<file path="config.mk">
export PLATFORM = sky130hd
export DESIGN_NAME = dll_delay_ctrl
export DESIGN_NICKNAME = d
export VERILOG_FILES = /design/src/rtl/dll_delay_ctrl.sv
export SDC_FILE = /design/constraint.sdc
export NUM_CORES = 1
export LEC_CHECK = 0
export CAP_MARGIN = 5
export CORE_ASPECT_RATIO = 1.4
export CORE_MARGIN = 4
export CORE_UTILIZATION = 30
export CTS_CLUSTER_DIAMETER = 80
export DETAILED_ROUTE_END_ITERATION = 8
export SLEW_MARGIN = 20
export SYNTH_ARGS = -nofsm -noshare
export SYNTH_HDL_FRONTEND = slang
export SYNTH_SLANG_ARGS = --single-unit
</file>
<file path="constraint.sdc">
create_clock -name clk -period 2.95 [get_ports clk]
set_input_delay 0.295 -clock clk [delete_from_list [all_inputs] [get_ports clk]]
set_output_delay 0.295 -clock clk [all_outputs]
set_load 0.1 [all_outputs]
</file>
<file path="src/rtl/dll_delay_ctrl.sv">
// Digital DLL delay-code controller: binary-search (SAR) acquisition followed
// by +/-1 tracking with lock detection on alternating phase-detector results.
// Ports:
//   clk, rst_n          clock, asynchronous active-low reset
//   en                  run enable; low returns to IDLE with code held
//   start               pulse that (re)starts SAR acquisition
//   pd_valid, pd_lead   phase-detector strobe and direction (1 = add delay)
//   code                binary delay code, 0..N_CELLS
//   t_code, tb_code     thermometer select (code > i) and its complement
//   busy, locked        acquisition/tracking active, lock indication
//   sat_hi, sat_lo      one-cycle pulses when a tracking step is clipped
module dll_delay_ctrl #(
    parameter int unsigned CODE_W   = 5,
    parameter int unsigned SETTLE   = 4,
    parameter int unsigned LOCK_CNT = 4
) (
    input  logic                      clk,
    input  logic                      rst_n,
    input  logic                      en,
    input  logic                      start,
    input  logic                      pd_valid,
    input  logic                      pd_lead,
    output logic [CODE_W-1:0]         code,
    output logic [(2**CODE_W)-2:0]    t_code,
    output logic [(2**CODE_W)-2:0]    tb_code,
    output logic                      busy,
    output logic                      locked,
    output logic                      sat_hi,
    output logic                      sat_lo
);

    localparam int unsigned N_CELLS = (1 << CODE_W) - 1;
    localparam int unsigned PTR_W   = (CODE_W > 1) ? $clog2(CODE_W) : 1;
    localparam int unsigned SET_W   = (SETTLE > 0) ? $clog2(SETTLE + 1) : 1;
    localparam int unsigned LCK_W   = (LOCK_CNT > 0) ? $clog2(LOCK_CNT + 1) : 1;

    typedef enum logic [1:0] {S_IDLE, S_SAR, S_TRACK} state_t;

    state_t               r_state, w_state_nxt;
    logic [CODE_W-1:0]    r_code, w_code_nxt, w_code_sar;
    logic [PTR_W-1:0]     r_ptr, w_ptr_nxt;
    logic [SET_W-1:0]     r_settle, w_settle_nxt;
    logic [LCK_W-1:0]     r_lock_cnt, w_lock_cnt_nxt;
    logic                 r_locked, w_locked_nxt;
    logic                 r_have_dir, w_have_dir_nxt;
    logic                 r_last_dir, w_last_dir_nxt;
    logic                 r_sat_hi, w_sat_hi_nxt;
    logic                 r_sat_lo, w_sat_lo_nxt;
    logic                 r_busy;
    logic [N_CELLS-1:0]   r_t_code, r_tb_code, w_t_nxt;
    logic                 w_sample;

    // A phase sample counts only once the settle window has expired.
    assign w_sample = pd_valid && (r_settle == '0);

    // State register
    always_ff @(posedge clk or negedge rst_n) begin
        if (!rst_n) r_state <= S_IDLE;
        else        r_state <= w_state_nxt;
    end

    // Next-state logic: en low beats start, start beats a pending sample
    always_comb begin
        w_state_nxt = r_state;
        if (!en) begin
            w_state_nxt = S_IDLE;
        end else if (start) begin
            w_state_nxt = S_SAR;
        end else if (r_state == S_SAR && w_sample && r_ptr == PTR_W'(0)) begin
            w_state_nxt = S_TRACK;
        end
    end

    // Datapath next values (code, pointer, settle, lock, saturation)
    always_comb begin
        w_code_nxt     = r_code;
        w_ptr_nxt      = r_ptr;
        w_settle_nxt   = (r_settle != '0) ? r_settle - SET_W'(1) : '0;
        w_lock_cnt_nxt = r_lock_cnt;
        w_locked_nxt   = r_locked;
        w_have_dir_nxt = r_have_dir;
        w_last_dir_nxt = r_last_dir;
        w_sat_hi_nxt   = 1'b0;
        w_sat_lo_nxt   = 1'b0;

        // SAR trial: resolve bit at pointer, tentatively set the next bit down
        w_code_sar          = r_code;
        w_code_sar[r_ptr]   = pd_lead;
        if (r_ptr != PTR_W'(0)) w_code_sar[r_ptr - PTR_W'(1)] = 1'b1;

        if (!en) begin
            w_settle_nxt   = '0;
            w_lock_cnt_nxt = '0;
            w_locked_nxt   = 1'b0;
            w_have_dir_nxt = 1'b0;
        end else if (start) begin
            w_code_nxt     = CODE_W'(1) << (CODE_W - 1);
            w_ptr_nxt      = PTR_W'(CODE_W - 1);
            w_settle_nxt   = SET_W'(SETTLE);
            w_lock_cnt_nxt = '0;
            w_locked_nxt   = 1'b0;
            w_have_dir_nxt = 1'b0;
        end else if (r_state == S_SAR && w_sample) begin
            w_code_nxt = w_code_sar;
            if (r_ptr != PTR_W'(0)) w_ptr_nxt = r_ptr - PTR_W'(1);
            // Resolving bit 0 high leaves the code as is: no new settle window
            if (w_code_sar != r_code) w_settle_nxt = SET_W'(SETTLE);
        end else if (r_state == S_TRACK && w_sample) begin
            if (pd_lead) begin
                if (r_code == CODE_W'(N_CELLS)) begin
                    w_sat_hi_nxt = 1'b1;
                end else begin
                    w_code_nxt   = r_code + CODE_W'(1);
                    w_settle_nxt = SET_W'(SETTLE);
                end
            end else begin
                if (r_code == '0) begin
                    w_sat_lo_nxt = 1'b1;
                end else begin
                    w_code_nxt   = r_code - CODE_W'(1);
                    w_settle_nxt = SET_W'(SETTLE);
                end
            end
            // Lock tracks consecutive direction alternations
            w_last_dir_nxt = pd_lead;
            if (!r_have_dir) begin
                w_have_dir_nxt = 1'b1;
            end else if (pd_lead != r_last_dir) begin
                w_lock_cnt_nxt = (r_lock_cnt == LCK_W'(LOCK_CNT)) ? r_lock_cnt
                                                                  : r_lock_cnt + LCK_W'(1);
                w_locked_nxt   = (w_lock_cnt_nxt == LCK_W'(LOCK_CNT));
            end else begin
                w_lock_cnt_nxt = '0;
                w_locked_nxt   = 1'b0;
            end
        end

        for (int i = 0; i < int'(N_CELLS); i++) begin
            w_t_nxt[i] = (w_code_nxt > CODE_W'(i));
        end
    end

    // Datapath and output registers
    always_ff @(posedge clk or negedge rst_n) begin
        if (!rst_n) begin
            r_code     <= '0;
            r_ptr      <= '0;
            r_settle   <= '0;
            r_lock_cnt <= '0;
            r_locked   <= 1'b0;
            r_have_dir <= 1'b0;
            r_last_dir <= 1'b0;
            r_sat_hi   <= 1'b0;
            r_sat_lo   <= 1'b0;
            r_busy     <= 1'b0;
            r_t_code   <= '0;
            r_tb_code  <= '1;
        end else begin
            r_code     <= w_code_nxt;
            r_ptr      <= w_ptr_nxt;
            r_settle   <= w_settle_nxt;
            r_lock_cnt <= w_lock_cnt_nxt;
            r_locked   <= w_locked_nxt;
            r_have_dir <= w_have_dir_nxt;
            r_last_dir <= w_last_dir_nxt;
            r_sat_hi   <= w_sat_hi_nxt;
            r_sat_lo   <= w_sat_lo_nxt;
            r_busy     <= (w_state_nxt != S_IDLE);
            r_t_code   <= w_t_nxt;
            r_tb_code  <= ~w_t_nxt;
        end
    end

    assign code    = r_code;
    assign t_code  = r_t_code;
    assign tb_code = r_tb_code;
    assign busy    = r_busy;
    assign locked  = r_locked;
    assign sat_hi  = r_sat_hi;
    assign sat_lo  = r_sat_lo;

endmodule

</file>
==> results of run 1 <==
## placed cells by master (no fill, tap or decap), types with 3 or more instances in the layout
master | synthesis | layout
o31ai_1 | 4 | 4
dfstp_2 | 31 | 31
clkdlybuf4s50_1 | 0 | 5
o21ai_0 | 20 | 20
and2_1 | 5 | 5
inv_1 | 20 | 20
ha_1 | 6 | 5
o22ai_1 | 6 | 5
a21oi_1 | 24 | 24
a21o_1 | 4 | 4
nor3b_1 | 6 | 6
dfrtp_1 | 53 | 50
nand3_1 | 9 | 9
nor3_1 | 6 | 6
a31oi_1 | 9 | 9
nand2b_1 | 4 | 4
clkbuf_16 | 0 | 9
nand3b_1 | 3 | 3
nor4_1 | 3 | 3
nand2_1 | 21 | 21
buf_4 | 1 | 106
nor2_1 | 31 | 30
a22o_1 | 4 | 4
## where the power goes
group | total (mW) | internal, mW | switching (mW)
Clock | 1.22 | 0.767 | 0.452
Sequential | 1.26 | 1.23 | 0.0294
Combinational | 0.808 | 0.196 | 0.612
Total | 3.29 | 2.20 | 1.09
## logic make-up (layout without fill, tap and decap cells)
kind of cell / count (synthesis) / after routing
AND/OR/NAND/NOR: 111 / 111
buffers and inverters: 44 / 151
flip-flops: 84 / 84
multiplexers: 3 / 3
AO/OA/AOI/OAI: 89 / 89
XOR/XNOR: 3 / 3
adder cells (fa/ha/maj): 6 / 6
## cell usage after synthesis (3+ instances only)
cell | n | share of area [%]
a21oi_1 | 24 | 3.3
a22o_1 | 4 | 0.97
ha_1 | 6 | 2.1
dfrtp_1 | 53 | 37
a21o_1 | 4 | 0.83
nand2b_1 | 4 | 0.69
o21ai_0 | 20 | 2.8
and3_1 | 3 | 0.52
nor4_1 | 3 | 0.52
and2_1 | 5 | 0.87
clkbuf_1 | 14 | 1.5
buf_2 | 5 | 0.69
nand3_1 | 9 | 1.2
a31oi_1 | 9 | 1.6
nor3_1 | 6 | 0.83
o22ai_1 | 6 | 1.0
nor3b_1 | 6 | 1.2
o31ai_1 | 4 | 0.83
or4b_2 | 3 | 0.83
nand3b_1 | 3 | 0.62
nor2_1 | 31 | 3.2
nand2_1 | 21 | 2.2
dfstp_2 | 31 | 23
inv_1 | 20 | 2.1
## metal layers
layer / share of wire, % / global-route usage (%) / up-vias / wire, um
met5: 0 / 0 / - / 0
met4: 2.1 / 5.24 / 0 / 189
met3: 5.8 / 3.42 / 12 / 524
met2: 52 / 24.0 / 81 / 4750
met1: 40 / 15.1 / 1427 / 3630
li1: - / - / 1399 / -
## what timing repair did
action / CTS / global route
hold buffers: 1 / 0
gates resized for setup: 0 / 1
hold endpoints to repair: 13 / 0
endpoints found under the setup margin: 0 / 4
buffers inserted: 0 / 1
## worst max-delay path by stage
| stage | endpoint | slack (ns) | depth (start not counted) |
|---|---|---|---|
| 4_1_cts | tb_code[20] | 0.12 | 10 |
| 2_1_floorplan | t_code[4] | 0.01 | 10 |
| 3_3_place_gp | t_code[9] | -0.03 | 8 |
| 6_report | tb_code[20] | 0.14 | 10 |
| 5_1_grt | t_code[20] | 0.009 | 11 |
| 3_5_place_dp | tb_code[24] | -0.11 | 8 |
## registers in the layout (all words and copies together) (netlist names)
signal and cells:
t_code 31, tb_code 31, code 5, r_lock_cnt 3, r_ptr 3, r_settle 3, r_state 2, busy 1
locked 1, r_have_dir 1, r_last_dir 1, sat_hi 1, sat_lo 1
## through the flow
stage          instances  utilization [%]  hold WS (ns)
2_1_floorplan        340                -     -0.000591
3_3_place_gp         576             39.1         0.272
3_5_place_dp         576             39.1         0.272
4_1_cts              593             41.9         0.451
5_1_grt              594             42.0         0.484
6_report             594             42.0         0.447
## cell type report
type / count / area (um2) / share of cell area [%]
sequential: 84 / 2150 / 43.3
multi-input combinational: 212 / 1330 / 26.8
timing repair buffer: 114 / 896 / 18.0
clock buffer: 11 / 243 / 4.89
tap: 147 / 184 / 3.70
clock inverter: 5 / 83.8 / 1.69
inverter: 21 / 80.1 / 1.61
==> run summary, run 1 <==
total global routing overflow - 0
Die Footprint - 13900 um2
final worst path period share - 95.2%
setup TNS - 0 ns
final net count - 454
slowest cell on the critical path - or4b_4
Area after DPL - 4620 um2
total power - 3.29 mW
Clock Skew - 0.00541 ns
Routed Antenna Nets - 0
# setup viols final - 0
setup slack, reg-to-reg - 0.14 ns
cell family with most CP delay - simple AND/OR/NAND/NOR gates
DRC - 0
Detailed Route WL - 9090 um
Netlist cell types - 58
Ports - 77
pre-CTS setup slack - -0.108 ns
Required @ worst endpoint - 3.21 ns
Synth Area in Simple Gates - 16.7%
clock-pin slew on the worst setup and hold paths - 0.06 ns
initial antenna violation count - 0
syn_area_per_cell - 10.6 um2
Tmin final - 2.81 ns
H-tree Lvls - 3
die width - 101 um
post-synthesis mux area share - 0.900%
WS Path Type - flop to flop
final worst slack - 0.141 ns
ANT cells - 0
clk_lat worst skew - 0.34 ns
worst r2r src - code[1]
Hold/Removal Path Class - input pin to asynchronous set/reset pin
post-synth net total - 352
vias in the first global route - 2955
input/output buffers - 76
main combinational cell family by area after synthesis - simple AND/OR/NAND/NOR gates
CP arrival - 3.07 ns
Site Rows - 47
status - finished clean
pwr/cell area - 662 nW/um2
cell depth of the worst flop-to-flop path - 10
Critical path origin - code[1]
routability cong. - 0.930
MaxCap Viol Count - 0
DR vias - 2919
first-pass GRT wire length - 14400 um
Yosys reg bits - 84
fillers - 1159
Async SR Flop Fraction - 100%
CTS tree - yes
CP max stage delay - 0.50 ns
Peak VDD IR - 0.000255 V
share of layout cells above drive strength 1 - 38.7%
Netlist Area Pre-Place - 3610 um2
clk buf depth - 2
reg2reg end - tb_code[20]
RSZ-0062 raised after global routing - false
complex-gate fraction of the synthesized area - 15.5%
Layout area overhead - 37.3%
adder-cell area share of the yosys netlist - 2.08%
detailed placement HPWL - 6840 um
fin area - 4960 um2
Post-synth EDFFs - 0
worst path cell trace - inv_1 > ha_2 > or4b_4 > nor2_4 > nor3_4 > buf_4 > and4_1 > a221o_1 > or2_1 > a31oi_1
DR vias/cell - 4.91
Pleak - 2.18 nW
Slew Limit Fails - 0
max_slew headroom - 35.5%
Starting DRT DRC Count - 178
CP Max Fanout - 7
Hold Vio Cnt, Final - 0
xor-xnor portion of the synthesized cell area - 0.727%
WP buf/inv - 2
Core ar. - 11800 um2
Max Clk Rate - 356 MHz
Most used DFF post-synth - dfrtp_1
Ys Warns - 0
DR WL/cell - 15.3 um
largest net degree at the start of global routing - 40
sequential area share after synthesis - 59.2%
TritonRoute pass-1 iters - 4
gate count after technology mapping - 340
worst-margin pin slew - 0.965 ns
starting density of the core - 30.6%
Chip Height - 138 um
clk sinks - 84
CTS Root Cell - clkbuf_16
number of CTS-inserted buffers - 9
critical path capture point type - flop
crit start category - flop
Total GRT Usage - 13.4%
Power figures use the tool's default switching activity.
==> inputs of run 2 (changes only) <==
--- a/config.mk
+++ b/config.mk
@@ -11,6 +11,7 @@
 export CORE_UTILIZATION = 30
 export CTS_CLUSTER_DIAMETER = 80
 export DETAILED_ROUTE_END_ITERATION = 8
+export PLACE_DENSITY = 0.5
 export SLEW_MARGIN = 20
 export SYNTH_ARGS = -nofsm -noshare
 export SYNTH_HDL_FRONTEND = slang
==> run summary, run 2 (synthesized netlist as in run 1, its figures left out) <==
first-pass GRT wire length - 14900 um (was 14400 um)
slowest cell on the critical path - dfrtp_4 (was or4b_4)
Clock power frac - 33.6% (was 37.1%)
CTS tree - yes (unchanged)
Site Rows - 47 (unchanged)
Area after DPL - 4620 um2 (about the same)
# setup viols final - 0 (unchanged)
vias in the first global route - 2951 (was 2955)
final net count - 458 (was 454)
Die Footprint - 13900 um2 (unchanged)
total global routing overflow - 0 (unchanged)
setup TNS - 0 ns (unchanged)
Clock Skew - 0.00863 ns (was 0.00541 ns)
Core ar. - 11800 um2 (unchanged)
Starting DRT DRC Count - 112 (was 178)
Slew Limit Fails - 0 (unchanged)
largest net degree at the start of global routing - 49 (was 40)
setup slack, reg-to-reg - 0.16 ns (was 0.14 ns)
Pleak - 2.18 nW (about the same)
Peak VDD IR - 0.000250 V (was 0.000255 V)
sw frac - 35.1% (was 33.2%)
Hold/Removal Path Class - input pin to asynchronous set/reset pin (unchanged)
crit start category - flop (unchanged)
Layout area overhead - 37.3% (unchanged)
Tmin final - 2.79 ns (was 2.81 ns)
routability cong. - 0.861 (was 0.930)
WS Path Type - flop to flop (unchanged)
die width - 101 um (unchanged)
TritonRoute pass-1 iters - 4 (unchanged)
max_slew headroom - 59.1% (was 35.5%)
Hold Vio Cnt, Final - 0 (unchanged)
DR vias/cell - 4.88 (was 4.91)
MaxCap Viol Count - 0 (unchanged)
CTS Root Cell - clkbuf_16 (unchanged)
Detailed Route WL - 9320 um (was 9090 um)
RSZ-0062 raised after global routing - false (unchanged)
DR WL/cell - 15.6 um (was 15.3 um)
WP buf/inv - 3 (was 2)
clk buf depth - 2 (unchanged)
Max Clk Rate - 359 MHz (was 356 MHz)
total power - 3.14 mW (was 3.29 mW)
clock-pin slew on the worst setup and hold paths - 0.06 ns (about the same)
clk_lat worst skew - 0.33 ns (was 0.34 ns)
status - finished clean (unchanged)
Routed Antenna Nets - 0 (unchanged)
CP Max Fanout - 5 (was 7)
clk sinks - 84 (unchanged)
H-tree Lvls - 3 (unchanged)
Chip Height - 138 um (unchanged)
reg2reg end - t_code[2] (was tb_code[20])
number of CTS-inserted buffers - 9 (unchanged)
Net Sw Power - 1.10 mW (was 1.09 mW)
initial antenna violation count - 0 (unchanged)
Ports - 77 (unchanged)
commonest non-fill, non-tap cell in the layout - buf_4 (unchanged)
ANT cells - 0 (unchanged)
critical path capture point type - flop (unchanged)
CP max stage delay - 0.47 ns (was 0.50 ns)
cell depth of the worst flop-to-flop path - 11 (was 10)
input/output buffers - 76 (unchanged)
DR vias - 2921 (was 2919)
fin util - 42.0% (unchanged)
DRC - 0 (unchanged)
combinational group share of total power - 26.2% (was 24.6%)
detailed placement HPWL - 6930 um (was 6840 um)
pwr/cell area - 632 nW/um2 (was 662 nW/um2)
worst r2r src - code[1] (unchanged)
Required @ worst endpoint - 3.16 ns (was 3.21 ns)
fin area - 4960 um2 (unchanged)
starting density of the core - 30.6% (unchanged)
share of layout cells above drive strength 1 - 40.1% (was 38.7%)
sequential group share of total power - 40.2% (was 38.3%)
Total GRT Usage - 13.7% (was 13.4%)
worst-margin pin slew - 0.614 ns (was 0.965 ns)
worst path cell trace - inv_1 > ha_2 > or3b_2 > o31a_1 > a2111oi_2 > a311o_1 > buf_6 > and3_4 > nand2b_1 > inv_2 > nand2_1 (was inv_1 > ha_2 > or4b_4 > nor2_4 > nor3_4 > buf_4 > and4_1 > a221o_1 > or2_1 > a31oi_1)
most frequent cells in the layout - buf_4 (110), dfrtp_1 (50), dfstp_2 (31) (was buf_4 (106), dfrtp_1 (50), dfstp_2 (31))
final worst path period share - 94.5% (was 95.2%)
Pint - 2.04 mW (was 2.20 mW)
CP arrival - 3.00 ns (was 3.07 ns)
cell family with most CP delay - compound AO/OA/AOI/OAI gates (was simple AND/OR/NAND/NOR gates)
run 2: repair_timing:
item | in CTS | in global routing
gates resized for setup | 2 | 6
pin swaps | 1 | 1
hold buffers | 1 | 0
hold endpoints to repair | 22 | 0
setup buffers | 1 | 3
endpoints found under the setup margin | 8 | 39
run 2: how the worst max path moves through the flow:
stage	from	endpoint	slack (ns)	cells past startpoint
floorplan	code[1]	t_code[4]	0.01	10
global placement	pd_valid	t_code[26]	-0.23	8
detailed placement	pd_valid	t_code[24]	-0.36	8
CTS	code[1]	t_code[2]	0.02	11
global route	code[1]	t_code[2]	0.02	11
finish	code[1]	t_code[2]	0.16	11
run 2: per-layer routing:
| layer | share of wire [%] | vias up | track usage, % | wire length [um] |
|---|---|---|---|---|
| met5 | 0 | - | 0 | 0 |
| met1 | 41 | 1433 | 16.1 | 3830 |
| met4 | 1.8 | 0 | 4.64 | 165 |
| met3 | 4.6 | 14 | 3.22 | 431 |
| li1 | - | 1406 | - | - |
| met2 | 52 | 68 | 24.5 | 4890 |
run 2: power by group through the flow:
stage	clock, mW	combinational, mW	sequential [mW]
after CTS	1.09	0.824	1.26
after global placement	0	0.816	1.28
after detailed placement	0	0.820	1.28
after floorplan	0	0.193	1.69
final	1.05	0.822	1.26
after global routing	1.13	0.867	1.27
run 2: cell type report:
class                           count  area [um2]
Inverter                           21        80.1
Timing Repair Buffer              118         927
Multi-Input combinational cell    212        1350
Clock inverter                      4        31.3
Fill cell                        1162        6860
Sequential cell                    84        2150
Tap cell                          147         184
Clock buffer                       12         246
run 2: worst reg2reg max path, delay by kind of cell (launching register included):
| family | cells | cell delay [ns] |
|---|---|---|
| compound gates | 3 | 0.84 |
| fa+ha+maj | 1 | 0.21 |
| buf+inv | 3 | 0.33 |
| flops | 1 | 0.47 |
| simple gates | 4 | 0.82 |
run 2: metrics by stage:
stage                     setup slack, ns  instances  hold WS (ns)
final                               0.163        598         0.504
after global routing               0.0155        598         0.553
after CTS                          0.0169        595         0.514
after detailed placement           -0.361        577         0.353
after global placement             -0.225        577         0.348
after floorplan                   0.00960        340     -0.000591
